==> config.mk <==
export PLATFORM = sky130hd
export DESIGN_NAME = mac_share_arbiter
export DESIGN_NICKNAME = d
export VERILOG_FILES = /design/src/rtl/mac_share_pkg.sv /design/src/rtl/sat_mac_core.sv /design/src/rtl/mac_share_arbiter.sv
export SDC_FILE = /design/constraint.sdc
export NUM_CORES = 1
export LEC_CHECK = 0
export CORE_MARGIN = 5
export CORE_UTILIZATION = 57
export CTS_CLUSTER_DIAMETER = 50
export CTS_CLUSTER_SIZE = 25
export DETAILED_ROUTE_END_ITERATION = 12
export PLACE_DENSITY = 0.82
export SLEW_MARGIN = 20
export SYNTH_ARGS = -nofsm -noshare
export SYNTH_HDL_FRONTEND = slang
export SYNTH_SLANG_ARGS = --single-unit
==> constraint.sdc <==
create_clock -name i_clk -period 11.5 [get_ports i_clk]
set_clock_uncertainty 0.15 [all_clocks]
set_input_delay 3.45 -clock i_clk [delete_from_list [all_inputs] [get_ports i_clk]]
set_output_delay 3.45 -clock i_clk [all_outputs]
set_load 0.005 [all_outputs]
==> src/rtl/mac_share_pkg.sv <==
// Shared types and helpers for the MAC-sharing arbiter.
// Also used by the saturating MAC core.
package mac_share_pkg;
  localparam int W_DEF       = 16;
  localparam int MAX_LEN_DEF = 64;

  typedef enum logic [1:0] {IDLE, BURST, DRAIN, RESULT} state_t;

  // Clamp a wide signed value to the signed range of a w-bit word.
  // The caller takes the low w bits of the result.
  function automatic logic signed [63:0] sat_w(input logic signed [63:0] v, input int w);
    logic signed [63:0] hi, lo;
    hi = (64'sd1 <<< (w - 1)) - 64'sd1;
    lo = -(64'sd1 <<< (w - 1));
    if (v > hi) return hi;
    if (v < lo) return lo;
    return v;
  endfunction
endpackage

==> src/rtl/sat_mac_core.sv <==
// Saturating MAC datapath: registered product stage feeding a clamped accumulator.
// Optional ReLU on the output.
module sat_mac_core
  import mac_share_pkg::*;
#(
  parameter int W    = W_DEF,
  parameter bit RELU = 1'b1
) (
  input  logic                i_clk,
  input  logic                i_reset,
  input  logic                i_clear,
  input  logic                i_beat_en,
  input  logic signed [W-1:0] i_x,
  input  logic signed [W-1:0] i_f,
  output logic signed [W-1:0] o_y
);
  logic signed [2*W-1:0] w_prod_full;
  logic signed [W-1:0]   w_prod_q, w_sum_q;
  logic signed [W-1:0]   r_prod, r_acc;
  logic                  r_prod_valid;

  assign w_prod_full = (2*W)'(i_x) * (2*W)'(i_f);
  assign w_prod_q    = W'(sat_w(64'(w_prod_full), W));
  assign w_sum_q     = W'(sat_w(64'(r_acc) + 64'(r_prod), W));

  // The accumulator only advances when the product stage holds a fresh beat.
  always_ff @(posedge i_clk or posedge i_reset) begin
    if (i_reset) begin
      r_prod       <= '0;
      r_acc        <= '0;
      r_prod_valid <= 1'b0;
    end else if (i_clear) begin
      r_prod       <= '0;
      r_acc        <= '0;
      r_prod_valid <= 1'b0;
    end else begin
      r_prod_valid <= i_beat_en;
      if (i_beat_en)    r_prod <= w_prod_q;
      if (r_prod_valid) r_acc  <= w_sum_q;
    end
  end

  assign o_y = (RELU && r_acc[W-1]) ? '0 : r_acc;
endmodule

==> src/rtl/mac_share_arbiter.sv <==
// Round-robin arbiter that locks the shared saturating MAC to one conv engine
// for a whole dot-product burst and returns the result tagged by owner id.
module mac_share_arbiter
  import mac_share_pkg::*;
#(
  parameter int N_REQ   = 4,
  parameter int W       = W_DEF,
  parameter int MAX_LEN = MAX_LEN_DEF,
  parameter bit RELU    = 1'b1,
  localparam int IW     = $clog2(N_REQ),
  localparam int CW     = $clog2(MAX_LEN + 1)
) (
  input  logic               i_clk,
  input  logic               i_reset,
  input  logic [N_REQ-1:0]   i_req,
  input  logic [N_REQ-1:0]   i_op_valid,
  input  logic [N_REQ*W-1:0] i_op_x,
  input  logic [N_REQ*W-1:0] i_op_f,
  input  logic [N_REQ-1:0]   i_op_last,
  output logic [N_REQ-1:0]   o_op_ready,
  output logic [N_REQ-1:0]   o_gnt,
  output logic [W-1:0]       o_y_data,
  output logic [IW-1:0]      o_y_id,
  output logic [CW-1:0]      o_y_len,
  output logic               o_y_trunc,
  output logic               o_y_valid,
  input  logic               i_y_ready
);
  state_t              r_state, w_next;
  logic [IW-1:0]       r_owner, r_rr_ptr, w_win;
  logic [CW-1:0]       r_count;
  logic                r_trunc;
  logic [N_REQ-1:0]    w_onehot;
  logic signed [W-1:0] w_x, w_f, w_y;
  logic                w_beat, w_last_beat, w_at_max;

  assign w_onehot    = N_REQ'(1) << r_owner;
  assign w_x         = i_op_x[r_owner*W +: W];
  assign w_f         = i_op_f[r_owner*W +: W];
  assign w_beat      = (r_state == BURST) && i_op_valid[r_owner];
  assign w_at_max    = (r_count == CW'(MAX_LEN - 1));
  assign w_last_beat = w_beat && (i_op_last[r_owner] || w_at_max);

  // Scan from the slot after rr_ptr; the last hit in this descending loop is the nearest.
  always_comb begin
    w_win = r_rr_ptr;
    for (int k = N_REQ; k >= 1; k--) begin
      if (i_req[(int'(r_rr_ptr) + k) % N_REQ]) w_win = IW'((int'(r_rr_ptr) + k) % N_REQ);
    end
  end

  always_ff @(posedge i_clk or posedge i_reset) begin
    if (i_reset) begin
      r_state  <= IDLE;
      r_owner  <= '0;
      r_rr_ptr <= IW'(N_REQ - 1);
      r_count  <= '0;
      r_trunc  <= 1'b0;
    end else begin
      r_state <= w_next;
      if (r_state == IDLE && |i_req) begin
        r_owner  <= w_win;
        r_rr_ptr <= w_win;
        r_count  <= '0;
        r_trunc  <= 1'b0;
      end
      if (w_beat)      r_count <= r_count + CW'(1);
      if (w_last_beat) r_trunc <= !i_op_last[r_owner];
    end
  end

  always_comb begin
    w_next = r_state;
    case (r_state)
      IDLE:    if (|i_req) w_next = BURST;
      BURST:   if (w_last_beat) w_next = DRAIN;
      DRAIN:   w_next = RESULT;
      RESULT:  if (i_y_ready) w_next = IDLE;
      default: w_next = IDLE;
    endcase
  end

  always_comb begin
    o_gnt      = '0;
    o_op_ready = '0;
    o_y_valid  = 1'b0;
    o_y_data   = '0;
    o_y_id     = '0;
    o_y_len    = '0;
    o_y_trunc  = 1'b0;
    case (r_state)
      BURST: begin
        o_gnt      = w_onehot;
        o_op_ready = w_onehot;
      end
      DRAIN:  o_gnt = w_onehot;
      RESULT: begin
        o_y_valid = 1'b1;
        o_y_data  = w_y;
        o_y_id    = r_owner;
        o_y_len   = r_count;
        o_y_trunc = r_trunc;
      end
      default: ;
    endcase
  end

  sat_mac_core #(.W(W), .RELU(RELU)) u_core (
    .i_clk     (i_clk),
    .i_reset   (i_reset),
    .i_clear   (r_state == IDLE),
    .i_beat_en (w_beat),
    .i_x       (w_x),
    .i_f       (w_f),
    .o_y       (w_y)
  );
endmodule

* After elaboration in Yosys (flattened, before gate mapping)
Index checks and enable logic that the tools add are counted.
** Word-level totals
- Word-level logic and storage cells :: 110
- Flip-flop bits (word level) :: 47
** Operators by class
- Order comparisons :: 9
- Bitwise gates (word level) :: 4
- Reductions and logical operators :: 17
- $add $sub $neg :: 6
- Shifts and indexed selects :: 3
- Eq/ne operators :: 7
- $mul :: 1
- Multiplexer cells :: 55
** Operators with widths (count)
- $mux W16 :: 13
- $shiftx A64 B7 Y16 :: 2
- $gt A32 B16 Y1 const B :: 1
- $lt A32 B16 Y1 const B :: 1
- $mul A16 B16 Y32 :: 1
- $mux W1 :: 21
- $mux W7 :: 3
- $add A16 B16 Y17 :: 1
- $gt A17 B16 Y1 const B :: 1
- $lt A17 B16 Y1 const B :: 1
- $lt A3 B4 Y1 const B :: 4
- $mux W2 :: 8
- $mux W15 :: 1
- $bmux W1 S2 :: 6
- $reduce_or A2 Y1 :: 5
- $mux W4 :: 2
- $pmux W2 S4 :: 1
- $reduce_bool A2 Y1 :: 4
- $add A7 B1 Y7 const B :: 1
- $eq A7 B6 Y1 const B :: 1
- $ne A2 B2 Y1 const B :: 3
- $add A2 B1 Y2 const B :: 2
- $add A2 B2 Y2 const B :: 2
- $and A1 B1 Y1 const A :: 4
- other kinds (10) :: 13

* Longest topological paths before layout
Gate-level depths: netlist of run 1.
- Depth in word-level cells :: 10
- Mapped depth :: 32

* Hierarchy
From an unflattened synthesis of run 1, not the netlist that was laid out.
** Second synthesis, totals
- Cell total of the unflattened synthesis :: 1556
- Area total of the unflattened synthesis :: 14330.0 µm²
** Modules (own cells, without submodules)
- sat_mac_core :: area each 12426.9 µm², instances 1, cells an instance 1383
- mac_share_arbiter :: area each 1903.1 µm², instances 1, cells an instance 173

* Worst setup path before layout of run 1
Ideal clock, no wire load.
- Kind :: input -> register
- Start :: input i_op_f[38]
- End :: register u_core.r_prod[1]
- Data arrival time :: 10275 ps
- Setup time :: 136 ps
- Slack :: 938 ps
- Path buffers :: 2
- Stages on the path :: 26
- Cells stage by stage :: mux2_2 o21ai_0 clkbuf_1 nor2_1 fa_1 inv_1 fa_1 inv_1 fa_1 fa_1 fa_1 inv_1 fa_1 inv_1 ha_1 a21oi_2 nand2_1 or2_2 o211ai_4 a21oi_1 or4_1 a2111oi_2 nand4_1 nand2_2 buf_6 o32ai_1
** Between the ends
- Word-level cells in the longest chain between the ends :: 9
** Ends and longest elaborated chain
- start: declaration :: line mac_share_arbiter.sv:18 : input logic [N_REQ*W-1:0] i_op_f,
- $shiftx A64 B7 Y16 (*) :: line mac_share_arbiter.sv:39 : assign w_f = i_op_f[r_owner*W +: W];
- $mul A16 B16 Y32 (*) :: line sat_mac_core.sv:22 : assign w_prod_full = (2*W)'(i_x) * (2*W)'(i_f);
- $lt A32 B16 Y1 :: line mac_share_pkg.sv:16 : if (v < lo) return lo;
- $mux W1 (2 in series) :: line mac_share_pkg.sv:16
- $mux W16 :: line mac_share_pkg.sv:17 : return v;
- $mux W16 (*) :: line mac_share_pkg.sv:16
- $mux W16 (*) :: line sat_mac_core.sv:38 : if (i_beat_en) r_prod <= w_prod_q;
- $mux W16 (*) :: line sat_mac_core.sv:32 : end else if (i_clear) begin
- end signal: assignment :: line sat_mac_core.sv:38
- end: declaration :: line sat_mac_core.sv:19 : logic signed [W-1:0] r_prod, r_acc;
Mark *: on every way between the ends. The rest lies on a longest branch, timed or not. The select of a mux whose other input is x is not followed.
A chain may end at the register's enable or synchronous reset.

* Worst setup path in the final report of run 1
- Start :: input i_op_x[63]
- End :: register u_core.r_prod[1]
** Between the ends
- Word-level cells in the longest chain between the ends :: 9
** Ends and longest elaborated chain
- start: declaration :: line mac_share_arbiter.sv:17 : input logic [N_REQ*W-1:0] i_op_x,
- $shiftx A64 B7 Y16 (*) :: line mac_share_arbiter.sv:38 : assign w_x = i_op_x[r_owner*W +: W];
- $mul A16 B16 Y32 (*) :: line sat_mac_core.sv:22
- $lt A32 B16 Y1 :: line mac_share_pkg.sv:16
- $mux W1 (2 in series) :: line mac_share_pkg.sv:16
- $mux W16 :: line mac_share_pkg.sv:17
- $mux W16 (*) :: line mac_share_pkg.sv:16
- $mux W16 (*) :: line sat_mac_core.sv:38
- $mux W16 (*) :: line sat_mac_core.sv:32
Marks and branches as above.

==> results of run 1 <==
-- placed cells by master, fill, tap and decap left out, types with 13 or more instances in the layout --
cell type / synthesis / layout
inv_1: 311 / 310
fa_1: 263 / 263
nand2_1: 187 / 187
clkdlybuf4s50_1: 0 / 176
nor2_1: 158 / 158
ha_1: 103 / 103
and2_1: 64 / 64
o21ai_0: 53 / 51
a21oi_1: 45 / 45
buf_4: 1 / 44
dfrtp_1: 45 / 43
xnor2_1: 31 / 30
nand2b_1: 24 / 24
mux2i_1: 23 / 23
mux2_2: 22 / 22
nor2b_1: 19 / 19
nor3_1: 18 / 18
nand3_1: 16 / 16
a311oi_1: 16 / 16
o21a_1: 17 / 16
o21ai_1: 16 / 15
o32ai_1: 15 / 15
mux4_2: 13 / 13
-- through the flow --
| step | area (sq um) | std cells | worst slack [ns] | hold WS (ns) |
|---|---|---|---|---|
| after global placement | 16600 | 2149 | 0.163 | 0.340 |
| after CTS | 16800 | 2157 | 0.376 | 0.376 |
| final | 16800 | 2157 | 0.444 | 0.377 |
| after global routing | 16800 | 2157 | 0.000180 | 0.409 |
| after floorplan | 14400 | 1673 | 0.938 | 0.315 |
| after detailed placement | 16600 | 2149 | 0.0758 | 0.363 |
-- worst max-delay path, delay by kind of cell --
| family | cells | cell delay (ns) |
|---|---|---|
| compound gates | 4 | 1.25 |
| mux | 1 | 0.69 |
| simple gates | 7 | 1.45 |
| buf+inv | 6 | 1.01 |
| fa+ha+maj | 7 | 3.23 |
-- metal layers --
layer	global-route usage (%)	vias up	share of wire (%)
met2	47.9	508	48
li1	-	5614	-
met1	35.8	6015	39
met5	0	-	0.036
met3	8.17	106	9.5
met4	7.91	2	3.4
-- sequential cells by signal, summed over array words and instances (netlist names) --
signal,count
r_count,7
u_core.r_acc,16
r_owner,2
u_core.r_prod,16
r_trunc,1
r_state,2
r_rr_ptr,2
u_core.r_prod_valid,1
-- area by class of cell --
class,count,share of cell area (%)
Clock buffer,6,0.825
Clock inverter,2,0.208
Inverter,311,6.94
Multi-Input combinational cell,1241,70.1
Sequential cell,47,7.02
Tap cell,330,2.45
Timing Repair Buffer,220,12.4
-- logic make-up after synthesis --
| family | share of synthesized area (%) |
|---|---|
| multiplexers | 5.34 |
| adder cells (fa/ha/maj) | 45.5 |
| XOR/XNOR | 2.55 |
| AO/OA/AOI/OAI | 10.7 |
| flip-flops | 8.17 |
| buffers and inverters | 10.2 |
| AND/OR/NAND/NOR | 17.6 |
| other | 0.0260 |
-- worst paths after layout --
check / startpoint / endpoint / slack (ns) / cells past startpoint
max: i_op_x[63] / u_core.r_prod[1]$_DFFE_PP0P_ / 0.44 / 25
min in group asynchronous: i_reset / r_state[1]$_DFFE_PP0P_ / 3.48 / 2
min reg2reg: r_rr_ptr[1]$_DFFE_PP1P_ / r_rr_ptr[1]$_DFFE_PP1P_ / 0.38 / 2
min: r_rr_ptr[1]$_DFFE_PP1P_ / r_rr_ptr[1]$_DFFE_PP1P_ / 0.38 / 2
max reg2reg: r_owner[1]$_DFFE_PP0P_ / u_core.r_prod[1]$_DFFE_PP0P_ / 2.53 / 26
max in group asynchronous: i_reset / r_owner[1]$_DFFE_PP0P_ / 7.19 / 2
==> reports/metrics.csv, run 1 <==
metric;value;unit
outcome;finished, final reports clean;
critPathLaunchType;input pin;
gr-total-overflow;0;
gp_congestion;0.995;
grt_max_degree;61;
crit_top_cell;fa_1;
clkLatencyLatePin;0.29;ns
report.final.slew_viol_count;0;
cts-root-buf;clkbuf_16;
yosysWarnings;0;
n_fill_cell;2027;
synth_common_cells;311 x inv_1, 263 x fa_1, 187 x nand2_1, 158 x nor2_1, 103 x ha_1;
yosys.area.top_type_share;36.5;%
cts.path.max_buffers;2;
cts_setup_buffers;0;
port_buffers;176;
synth_area;14400;sq um
postSynthCellCount;1673;
synthFlopType;dfrtp_1;
post-route-min-period;11.06;ns
start_util;57.6;%
die-area;28600;sq um
seq_area_frac_synth;8.17;%
finalNetCount;2335;
grt_pass1_vias;12900;
arrival;11.08;ns
yosys-top-cells-area;fa_1 36%, ha_1 8.9%, inv_1 8.1%;
syn_area_per_cell;8.62;sq um
max_freq;0.0905;GHz
critPathMaxFanout;16;
fin_util;67.2;%
tns;0;ns
hold_buffers;0;
ant_nets;0;
tritoncts;yes;
yosysMostFrequentCell;inv_1;
fin_crit_sh;96.1;%
cts_resized;0;
core-area;25000;sq um
drtIter0Drc;830;
grt_pass1_wl;65100;microns
wl;39300;microns
drc;0;
worst_pin_slew;0.982;ns
regArea;1180;sq um
cts-htree-levels;2;
synth_seq_cells;47;
cts_made_buffers;5;
finalHoldViolCount;0;
slew_headroom;34.5;%
setup_viol;0;
ys_types;65;
routedWlPerCell;18.2;microns
drive_gt1_share;6.35;%
end_kind;flip-flop;
io_pins;178;
async_flop_share;100;%
cp_slowest_stage_delay;0.69;ns
hp-class;flip-flop to flip-flop;
syn2layout_area_growth;16.7;%
multi_input_area;11800;sq um
synth_top_cell_by_area;fa_1;
antenna_found_initial;1;
clk_pin_slew;0.07;ns
drv_cap;0;
antenna-diode-count;0;
critical_path_class;input pin to flip-flop;
firstDrtPassIters;5;
syn_nets;2182;
fp.dieH;169;microns
grt_setup_unrepaired;false;
synth_edf_count;0;
dp_hpwl;32900;microns
via_per_inst;5.68;
die_w;169;microns
dr_total_vias;12200;
num_rows;58;
grt_usage;28.3;%
worst-endpoint-required;11.52;ns
cts_sinks;47;
slowest_stage;mux4_2;
Power of run 1 is left out: the tool's default activity adds up to more than one toggle a clock period on the data nets, which glitch-free logic cannot reach.
==> inputs of run 2 (changes only) <==
==> constraint.sdc (replaced) <==
create_clock -name i_clk -period 11.5 [get_ports i_clk]
set_clock_uncertainty 0.15 [all_clocks]
set_input_delay 3.45 -clock i_clk [delete_from_list [all_inputs] [get_ports i_clk]]
set_output_delay 3.45 -clock i_clk [all_outputs]
set_load 0.02 [all_outputs]
==> results of run 2 <==
The final DEF is identical to that of run 1; final timing and power are the same.
Power of run 2 is left out for the same reason.
